**config.mk**
```make
export PLATFORM = sky130hd
export DESIGN_NAME = cb_crc_attach
export DESIGN_NICKNAME = d
export VERILOG_FILES = /design/src/rtl/cb_pkg.sv /design/src/rtl/crc24b_serial.sv /design/src/rtl/cb_crc_attach.sv
export SDC_FILE = /design/constraint.sdc
export NUM_CORES = 1
export LEC_CHECK = 0
export ABC_AREA = 1
export CORE_AREA = 2 2 103 105
export CTS_CLUSTER_DIAMETER = 80
export DETAILED_ROUTE_END_ITERATION = 16
export DIE_AREA = 0 0 105 107
export GPL_TIMING_DRIVEN = 0
export HOLD_SLACK_MARGIN = 0.08
export PLACE_DENSITY = 0.42
export SYNTH_ARGS = -nofsm -noshare
export SYNTH_HDL_FRONTEND = slang
export SYNTH_SLANG_ARGS = --single-unit
```
**constraint.sdc**
```tcl
create_clock -name clk -period 1.6 [get_ports clk]
set_input_delay 0.16 -clock clk [delete_from_list [all_inputs] [get_ports clk]]
set_output_delay 0.16 -clock clk [all_outputs]
set_load 0.05 [all_outputs]
```
**src/rtl/cb_pkg.sv**
```systemverilog
// Shared definitions for the code-block segmenter and CRC attach stages.
package cb_pkg;

   localparam int K_LARGE = 6144;
   localparam int K_SMALL = 1056;
   localparam int CRC_LEN = 24;
   localparam int CNT_W   = 13;

   localparam logic [23:0] CRC24B_POLY = 24'h800063;

   typedef enum logic [1:0] {
      ST_IDLE   = 2'd0,
      ST_DATA   = 2'd1,
      ST_CRCOUT = 2'd2
   } cb_state_e;

   // One serial MSB-first CRC24B step with data bit d.
   function automatic logic [23:0] crc24b_step(input logic [23:0] r, input logic d);
      logic fb;
      fb = r[23] ^ d;
      return {r[22:0], 1'b0} ^ (fb ? CRC24B_POLY : 24'h000000);
   endfunction

endpackage

```
**src/rtl/crc24b_serial.sv**
```systemverilog
// Serial CRC24B register: absorb a bit, or shift the remainder out MSB first.
import cb_pkg::*;

module crc24b_serial (
   input  logic clk,
   input  logic reset,
   input  logic clr,
   input  logic en,
   input  logic shift_out,
   input  logic d,
   output logic msb
);

   logic [23:0] r;

   // clr together with en restarts the CRC and absorbs d in the same cycle.
   always_ff @(posedge clk) begin
      if (reset) begin
         r <= '0;
      end else if (en) begin
         r <= crc24b_step(clr ? 24'h000000 : r, d);
      end else if (shift_out) begin
         r <= {r[22:0], 1'b0};
      end else if (clr) begin
         r <= '0;
      end
   end

   assign msb = r[23];

endmodule

```
**src/rtl/cb_crc_attach.sv**
```systemverilog
// Code-block CRC24B attach: re-emits each block one cycle late with the
// trailing CRC window filled by the computed CRC, and checks length.
//
// state     | meaning
// ----------+--------------------------------------------------------------
// ST_IDLE   | no block in progress, waiting for start
// ST_DATA   | payload/filler bits, CRC absorbing data
// ST_CRCOUT | CRC window, remainder shifted out MSB first
import cb_pkg::*;

module cb_crc_attach #(
   parameter int K_LARGE = cb_pkg::K_LARGE,
   parameter int K_SMALL = cb_pkg::K_SMALL,
   parameter int CRC_LEN = cb_pkg::CRC_LEN
) (
   input  logic clk,
   input  logic reset,
   input  logic start,
   input  logic cb_size,
   input  logic cb_data,
   input  logic filling,
   input  logic crc,
   output logic out_start,
   output logic out_size,
   output logic out_valid,
   output logic out_data,
   output logic out_filling,
   output logic blk_done,
   output logic blk_ok,
   output logic len_err
);

   cb_state_e        state;
   logic [CNT_W-1:0] cnt;      // index from the end of the bit arriving this cycle
   logic             bad;      // current block already failed a length check

   logic             active;
   logic [CNT_W-1:0] k_m1;
   logic [CNT_W-1:0] cur_idx;
   logic             d_in;
   logic             crc_shift;
   logic             crc_en;
   logic             crc_clr;
   logic             crc_msb;

   // Per-cycle control derived from the current input bit and state.
   always_comb begin
      active    = start || (state != ST_IDLE);
      k_m1      = cb_size ? CNT_W'(K_LARGE - 1) : CNT_W'(K_SMALL - 1);
      cur_idx   = start ? k_m1 : cnt;
      d_in      = filling ? 1'b0 : cb_data;
      crc_shift = !start && crc && (state != ST_IDLE);
      crc_en    = start || ((state == ST_DATA) && !crc);
      crc_clr   = start;
   end

   crc24b_serial u_crc (
      .clk       (clk),
      .reset     (reset),
      .clr       (crc_clr),
      .en        (crc_en),
      .shift_out (crc_shift),
      .d         (d_in),
      .msb       (crc_msb)
   );

   // Block sequencing, length checks and registered outputs.
   always_ff @(posedge clk) begin
      if (reset) begin
         state       <= ST_IDLE;
         cnt         <= '0;
         bad         <= 1'b0;
         out_start   <= 1'b0;
         out_size    <= 1'b0;
         out_valid   <= 1'b0;
         out_data    <= 1'b0;
         out_filling <= 1'b0;
         blk_done    <= 1'b0;
         blk_ok      <= 1'b0;
         len_err     <= 1'b0;
      end else begin
         out_start   <= start;
         out_filling <= filling;
         out_valid   <= active;
         out_data    <= crc_shift ? crc_msb : (active & d_in);
         blk_done    <= 1'b0;
         blk_ok      <= 1'b0;

         if (start) begin
            // A start inside a block aborts it; the new block begins now.
            if (state != ST_IDLE) begin
               blk_done <= 1'b1;
               len_err  <= 1'b1;
            end
            // A CRC window cannot begin on the very first bit.
            if (crc) begin
               len_err <= 1'b1;
            end
            out_size <= cb_size;
            state    <= ST_DATA;
            cnt      <= cur_idx - CNT_W'(1);
            bad      <= crc;
         end else begin
            case (state)
               ST_IDLE: begin
               end
               ST_DATA: begin
                  if (cnt == '0) begin
                     // Block ran out without a proper CRC window.
                     blk_done <= 1'b1;
                     len_err  <= 1'b1;
                     state    <= ST_IDLE;
                  end else begin
                     cnt <= cnt - CNT_W'(1);
                     if (crc) begin
                        state <= ST_CRCOUT;
                        if (cnt != CNT_W'(CRC_LEN - 1)) begin
                           bad     <= 1'b1;
                           len_err <= 1'b1;
                        end
                     end
                  end
               end
               ST_CRCOUT: begin
                  if (cnt == '0) begin
                     blk_done <= 1'b1;
                     blk_ok   <= !bad && crc;
                     if (!crc) begin
                        len_err <= 1'b1;
                     end
                     state <= ST_IDLE;
                  end else if (!crc) begin
                     // Window closed early: abandon the block.
                     blk_done <= 1'b1;
                     len_err  <= 1'b1;
                     state    <= ST_IDLE;
                     cnt      <= '0;
                  end else begin
                     cnt <= cnt - CNT_W'(1);
                  end
               end
               default: begin
                  state <= ST_IDLE;
                  cnt   <= '0;
               end
            endcase
         end
      end
   end

endmodule
```
==> impl_metrics.csv, run 1 <==
group,metric,value,unit
status,status,"finished, final reports clean",
routing,route.vias.total,2388,
worst_hold_path,worstHoldPathType,"primary input to register",
synth,synthCells,369,
clocking,root_buffer,"clkbuf_8",
routing,drt_pass1_iterations,4,
sta,setup_tns,0,ns
global_route,grt_overflow,0,
clocking,cts_tree,"yes",
routing,wl,6430,um
routing,drtAntennaViolNets,0,
routing,drcViolationCount,0,
synth,synth_common_cells,"nand2_1 (87), nor2_1 (50), dfxtp_1 (48), a21oi_1 (42)",
finish,finalNonFillerCells,536,
synth,synth_flop_cell,"dfxtp_1",
critical_path,crit_path_end_kind,"register",
sta,finalClockSkew,0.00794,ns
global_route,busiest_layer,"met2",
sta,setup_violations,0,
clocking,cts_buffers,5,
synth,synth_area_leaders,"dfxtp_1 (39%), nand2_1 (13%), a21oi_1 (8.5%)",
power_and_ir_drop,switchingPower,960,uW
synth,synthArstFlopShare,0,%
power_and_ir_drop,power_leakage,0.00138,uW
critical_path,cp_max_fo,7,
sta,min_period,1.52,ns
finish,antennaDiodeCount,0,
critical_path,crit_required,1.84,ns
sta,whs,0.352,ns
global_route,antenna_found_initial,0,
floorplan,fp.dieH,107,um
placement,post-place-cells,518,
synth,synth_edf_count,0,
placement,hpwl,4430,um
finish,layout-drive-gt1-share,20.5,%
clocking,holdBufCountCts,0,
sta,final-hold-violation-count,0,
power_and_ir_drop,power,2940,uW
placement,postPlaceCellArea,2760,um^2
finish,layout.nets,413,
synth,synth.most_common_cell,"nand2_1",
global_route,grt_use_met2,19.3,%
synth,yosys_warnings,0,
synth,yosys.area.top_type,"dfxtp_1",
sta,finalCritPeriodShare,95.2,%
synth,ys_seq_elements,48,
clocking,clock_path_buffers,2,
floorplan,initial_core_util,24.4,%
floorplan,pin_count,15,
critical_path,start_kind,"register",
synth,syn_area_per_cell,6.67,um^2
sta,fmax,657,MHz
routing,wire_per_inst,12.0,um
routing,drt_iter0_drc,81,
sta,maxSlewHeadroom,57.0,%
placement,port_buffers,13,
global_route,grt_pass1_wl,10700,um
clocking,clock-sinks,48,
global_route,gr-usage-met3,2.31,%
synth,ys_seq_area_share,39.0,%
global_route,grtUsageTotal,11.7,%
power_and_ir_drop,combPwrFrac,25.0,%
synth,syn-num-nets,383,
finish,areaGrowthSynthToFinish,30.0,%
finish,final_area,3200,um^2
critical_path,critPathKind,"register to register",
power_and_ir_drop,seqPwrFrac,44.3,%
clocking,h-tree-depth,2,
critical_path,critPathArrivalTime,1.77,ns
flow_run,drv_cap,0,
routing,viasPerCell,4.46,
sta,grt_setup_unrepaired,"true",
power_and_ir_drop,ir_worst_vdd,0.296,mV
placement,gp_congestion,0.788,
floorplan,rows,37,
sta,final_max_slew_viol_count,0,
clocking,path_clk_slew,0.09,ns
synth,synth_cell_types,28,
power_and_ir_drop,netSwitchingFraction,32.6,%
floorplan,core_area,10100,um^2
global_route,use_met1,15.4,%
sta,worstMarginPinSlew,0.645,ns
power_and_ir_drop,p_int,1980,uW
floorplan,die_width,105,um
synth,synth_top_area_share,39.0,%
floorplan,die_area,11200,um^2
power_and_ir_drop,p_per_area,919,nW/um^2
global_route,grt_pass1_vias,2245,
synth,syn_area,2460,um^2
power_and_ir_drop,clkPwrFrac,30.7,%
clocking,clkLatencyLatePin,0.31,ns
global_route,grt_max_degree,18,
==> cell type report <==
type	count	area [um^2]
buffer	11	77.6
clock buffer	5	68.8
clock inverter	3	42.5
fill	1146	6890
inverter	44	180
multi-input combinational	265	1440
sequential	48	973
tap	136	170
timing repair buffer	24	249
==> flip-flops by register name, summed over array words and instances (netlist names) <==
| name | cells |
|---|---|
| blk_done | 1 |
| out_valid | 1 |
| bad | 1 |
| blk_ok | 1 |
| u_crc.r | 24 |
| out_filling | 1 |
| state | 2 |
| len_err | 1 |
| out_size | 1 |
| cnt | 13 |
| out_start | 1 |
| out_data | 1 |
==> path summary, 6_finish.rpt <==
kind / startpoint / endpoint / slack, ns / cells past startpoint
worst max-delay path: state[0] / cnt[9] / 0.08 / 9
worst max register to register: state[0] / cnt[9] / 0.08 / 9
worst min register to register: u_crc.r[14] / u_crc.r[15] / 0.46 / 2
worst min-delay path: reset / out_start / 0.35 / 2
==> cell usage in the layout (no fill, tap or decap), types with 2 or more instances in the layout <==
master           count
nand2_1             78
dfxtp_1             44
nor2_1              42
nand3_1             38
a21oi_1             36
inv_1               30
o21ai_0             17
nand2_2              9
inv_2                8
buf_4                7
inv_4                6
buf_6                6
a21oi_2              6
nor2_2               6
dlymetal6s2s_1       6
clkbuf_1             5
clkbuf_8             5
clkdlybuf4s50_1      5
o21ai_1              4
ha_4                 4
nor2_4               3
o21ai_2              3
ha_1                 3
dfxtp_4              3
xor2_1               2
clkbuf_2             2
nand2_4              2
o22ai_2              2
nand4_1              2
dlygate4sd2_1        2
==> layer usage <==
layer,part of all wire [%],vias to the layer above
met4,1.2,0
li1,-,1249
met3,2.2,7
met1,50,1110
met2,47,22
met5,0,-
==> worst max-delay path, cell delays in order (launching register included) <==
cell and delay, ns:
dfxtp_4 0.39, inv_4 0.05, ha_4 0.27, nand2_4 0.05
a21oi_4 0.27, buf_6 0.16, nand2_2 0.04, nor2_1 0.09
nor2_1 0.05, nor2_1 0.10
==> power groups by stage <==
stage          Clock, uW  Sequential, uW  Combinational [uW]
2_1_floorplan          0            1350                 404
3_3_place_gp           0            1320                 595
3_5_place_dp           0            1320                 597
4_1_cts              939            1300                 633
5_1_grt              982            1310                 829
6_report             903            1300                 737
==> logic make-up (layout without fill, tap and decap cells) <==
family / after synthesis / after routing / share of synthesized area, %
compound gates: 70 / 70 / 14.9
xor+xnor: 3 / 3 / 1.07
fa+ha+maj: 7 / 7 / 3.56
buf+inv: 56 / 87 / 9.20
flops: 48 / 48 / 39.0
simple gates: 185 / 185 / 32.2
==> stage by stage <==
step | worst slack, ns | util [%]
6_report | 0.0769 | 31.7
5_1_grt | -0.0442 | 31.7
4_1_cts | 0.00167 | 29.3
3_5_place_dp | -0.592 | 27.4
3_3_place_gp | -0.581 | 27.4
2_1_floorplan | 0.00338 | -
==> what timing repair did <==
| action | 4_1_cts | 5_1_grt |
|---|---|---|
| pin swaps | 3 | 12 |
| setup buffers | 6 | 4 |
| gates cloned | 0 | 1 |
| hold endpoints to repair | 0 | 0 |
| gates resized for setup | 20 | 66 |
| endpoints found under the setup margin | 39 | 44 |
Note: power is estimated with default switching activity, not from simulation.
==> inputs of run 2 (changes only) <==
--- a/config.mk
+++ b/config.mk
@@ -6,6 +6,7 @@
 export NUM_CORES = 1
 export LEC_CHECK = 0
 export ABC_AREA = 1
+export CAP_MARGIN = 30
 export CORE_AREA = 2 2 103 105
 export CTS_CLUSTER_DIAMETER = 80
 export DETAILED_ROUTE_END_ITERATION = 16
@@ -13,6 +14,7 @@
 export GPL_TIMING_DRIVEN = 0
 export HOLD_SLACK_MARGIN = 0.08
 export PLACE_DENSITY = 0.42
+export SETUP_SLACK_MARGIN = 0.5
 export SYNTH_ARGS = -nofsm -noshare
 export SYNTH_HDL_FRONTEND = slang
 export SYNTH_SLANG_ARGS = --single-unit
==> constraint.sdc (replaced) <==
create_clock -name clk -period 1.4 [get_ports clk]
set_input_delay 0.14 -clock clk [delete_from_list [all_inputs] [get_ports clk]]
set_output_delay 0.14 -clock clk [all_outputs]
set_load 0.05 [all_outputs]
==> run 2 against run 1 <==
The flow now finishes with violations (setup timing). Clock power rose by 1%. Combinational power rose by 45%. Hold slack got worse by 0.094 ns. Largest cell class unchanged. Sequential power rose by 16%.
==> impl_metrics.csv, run 2 (synthesis results as in run 1) <==
group,metric,value,unit
status,status,"finished, violations left",
status,violations,"setup timing",
routing,drcViolationCount,0,
clocking,clock-sinks,48,
sta,grt_setup_unrepaired,"true",
sta,min_period,1.51,ns
power_and_ir_drop,power,3490,uW
placement,gp_congestion,0.799,
finish,num-fill-cells,1108,
routing,drt_pass1_iterations,4,
power_and_ir_drop,p_per_area,954,nW/um^2
critical_path,r2r-end,"cnt[6]",
floorplan,pin_count,15,
routing,wire_per_inst,12.8,um
routing,wl,7070,um
global_route,antenna_found_initial,0,
clocking,clock_path_buffers,2,
critical_path,crit_path_end_kind,"register",
global_route,grt_pass1_wl,11400,um
sta,fmax,663,MHz
sta,final-hold-violation-count,0,
sta,maxSlewHeadroom,60.3,%
clocking,cts_buffers,5,
critical_path,crit_required,1.60,ns
routing,drtAntennaViolNets,0,
floorplan,die_width,105,um
critical_path,reg2reg_slack,-0.11,ns
sta,setup_ws,-0.109,ns
finish,antennaDiodeCount,0,
sta,setup_violations,34,
finish,layout.nets,428,
critical_path,critical-path-max-stage-delay,0.37,ns
global_route,grt_pass1_vias,2341,
sta,finalCritPeriodShare,108,%
critical_path,cp_max_fo,5,
floorplan,rows,37,
global_route,grt_max_degree,16,
worst_hold_path,worstHoldPathType,"primary input to register",
flow_run,drv_cap,0,
floorplan,initial_core_util,24.4,%
routing,viasPerCell,4.54,
sta,worstMarginPinSlew,0.595,ns
global_route,grt_overflow,0,
placement,hpwl,4480,um
finish,layout_common_cells,"nand2_1 (58), nor2_1 (36), nand3_1 (34), dfxtp_1 (34), inv_1 (27)",
finish,layout-drive-gt1-share,40.7,%
critical_path,r2r_start,"state[1]",
worst_hold_path,holdPathEnd,"state[1]",
sta,finalClockSkew,0.00320,ns
critical_path,start_kind,"register",
placement,port_buffers,13,
finish,areaGrowthSynthToFinish,48.5,%
power_and_ir_drop,ir_worst_vdd,0.410,mV
clocking,clkLatencyLatePin,0.30,ns
critical_path,slowest_stage,"dfxtp_4",
worst_hold_path,worstHoldStart,"crc",
floorplan,die_area,11200,um^2
clocking,h-tree-depth,2,
floorplan,fp.dieH,107,um
routing,route.vias.total,2499,
critical_path,critPathArrivalTime,1.71,ns
clocking,path_clk_slew,0.10,ns
finish,utilization,36.2,%
power_and_ir_drop,power_leakage,0.00155,uW
finish,layout_commonest_cell,"nand2_1",
critical_path,critical_path_buf_inv_count,4,
finish,largest_reg_flops,24,
clocking,root_buffer,"clkbuf_8",
clocking,holdBufCountCts,0,
critical_path,critPathKind,"register to register",
floorplan,core_area,10100,um^2
critical_path,path_cells,"inv_4 -> ha_4 -> inv_6 -> a21oi_4 -> nand3_2 -> nand2_4 -> inv_6 -> buf_6 -> o21ai_1 -> nor2_1",
critical_path,reg2regPathDepth,10,
global_route,grtUsageTotal,12.6,%
finish,largest-register,"u_crc.r",
routing,drt_iter0_drc,77,
sta,final_max_slew_viol_count,0,
worst_hold_path,hold_path_depth,5,
clocking,cts_tree,"yes",
critical_path,crit_family,"flip-flops",
finish,reg.largest.list,"u_crc.r x24, cnt x13, state x2",
critical_path,crit_top_cell,"inv_6",
-- run 2: changes by cell type in the layout (fill, tap and decap cells not counted), moves of 8 or more --
cell,change
a21oi_1,-16
a21oi_2,+14
buf_4,+12
dfxtp_1,-10
dfxtp_2,+8
nand2_1,-20
nand2_4,+12
o21ai_0,-9
-- run 2: how the worst max path moves through the flow --
stage	from	to	cells after the start
final	state[1]	cnt[6]	10
after global routing	state[0]	cnt[2]	8
after CTS	state[1]	cnt[6]	10
after detailed placement	start	cnt[1]	8
after global placement	start	cnt[1]	8
after floorplan	state[0]	u_crc.r[2]	10
-- run 2: final cells by class --
class | count | area [um^2] | area share (%)
repair buffers | 37 | 390 | 10.7
multi-input cells | 266 | 1720 | 46.9
flip-flops and latches | 48 | 991 | 27.1
plain buffers | 12 | 101 | 2.77
clock buffers | 6 | 82.6 | 2.26
inverters | 44 | 190 | 5.20
clock inverters | 2 | 13.8 | 0.377
well taps | 136 | 170 | 4.66
-- run 2: repair_timing --
| action | 4_1_cts | 5_1_grt |
|---|---|---|
| resized for setup | 134 | 99 |
| cloned | 3 | 0 |
| endpoints found under the setup margin | 56 | 55 |
| pin swaps | 14 | 22 |
| endpoints found under the hold margin | 0 | 0 |
| setup buffers | 17 | 5 |
-- run 2: worst min-delay path, delay by kind of cell --
kind	cells	cell delay, ns
buffers and inverters	2	0.23
AND/OR/NAND/NOR	3	0.16
-- run 2: power breakdown --
part	total [uW]	leakage [uW]	switching [uW]	internal, uW
registers	1510	0.000399	71.7	1430
logic	1070	0.00110	640	426
clock network	915	0.0000516	509	406
-- run 2: metal layers --
metal  global-route usage [%]  up-vias  wire (um)  share of wire [%]
met5                        0        -          0                  0
met4                     3.43        0        133                1.9
met3                     2.67        8        201                2.8
met2                     21.5       35       3490                 49
met1                     16.0     1175       3240                 46
li1                         -     1281          -                  -
-- run 2: stage by stage --
stage               setup WS (ns)  instance area (um^2)  hold slack, ns  std cells  setup TNS [ns]
detailed placement         -0.792                  2800           0.453        518          -21.69
global route               -0.177                  3650           0.296        551           -4.95
finish                     -0.109                  3650           0.258        551           -2.00
global placement           -0.802                  2800           0.445        518          -21.58
CTS                       -0.0935                  3290           0.326        546           -2.14
floorplan                  -0.119                  2500           0.265        369           -2.02
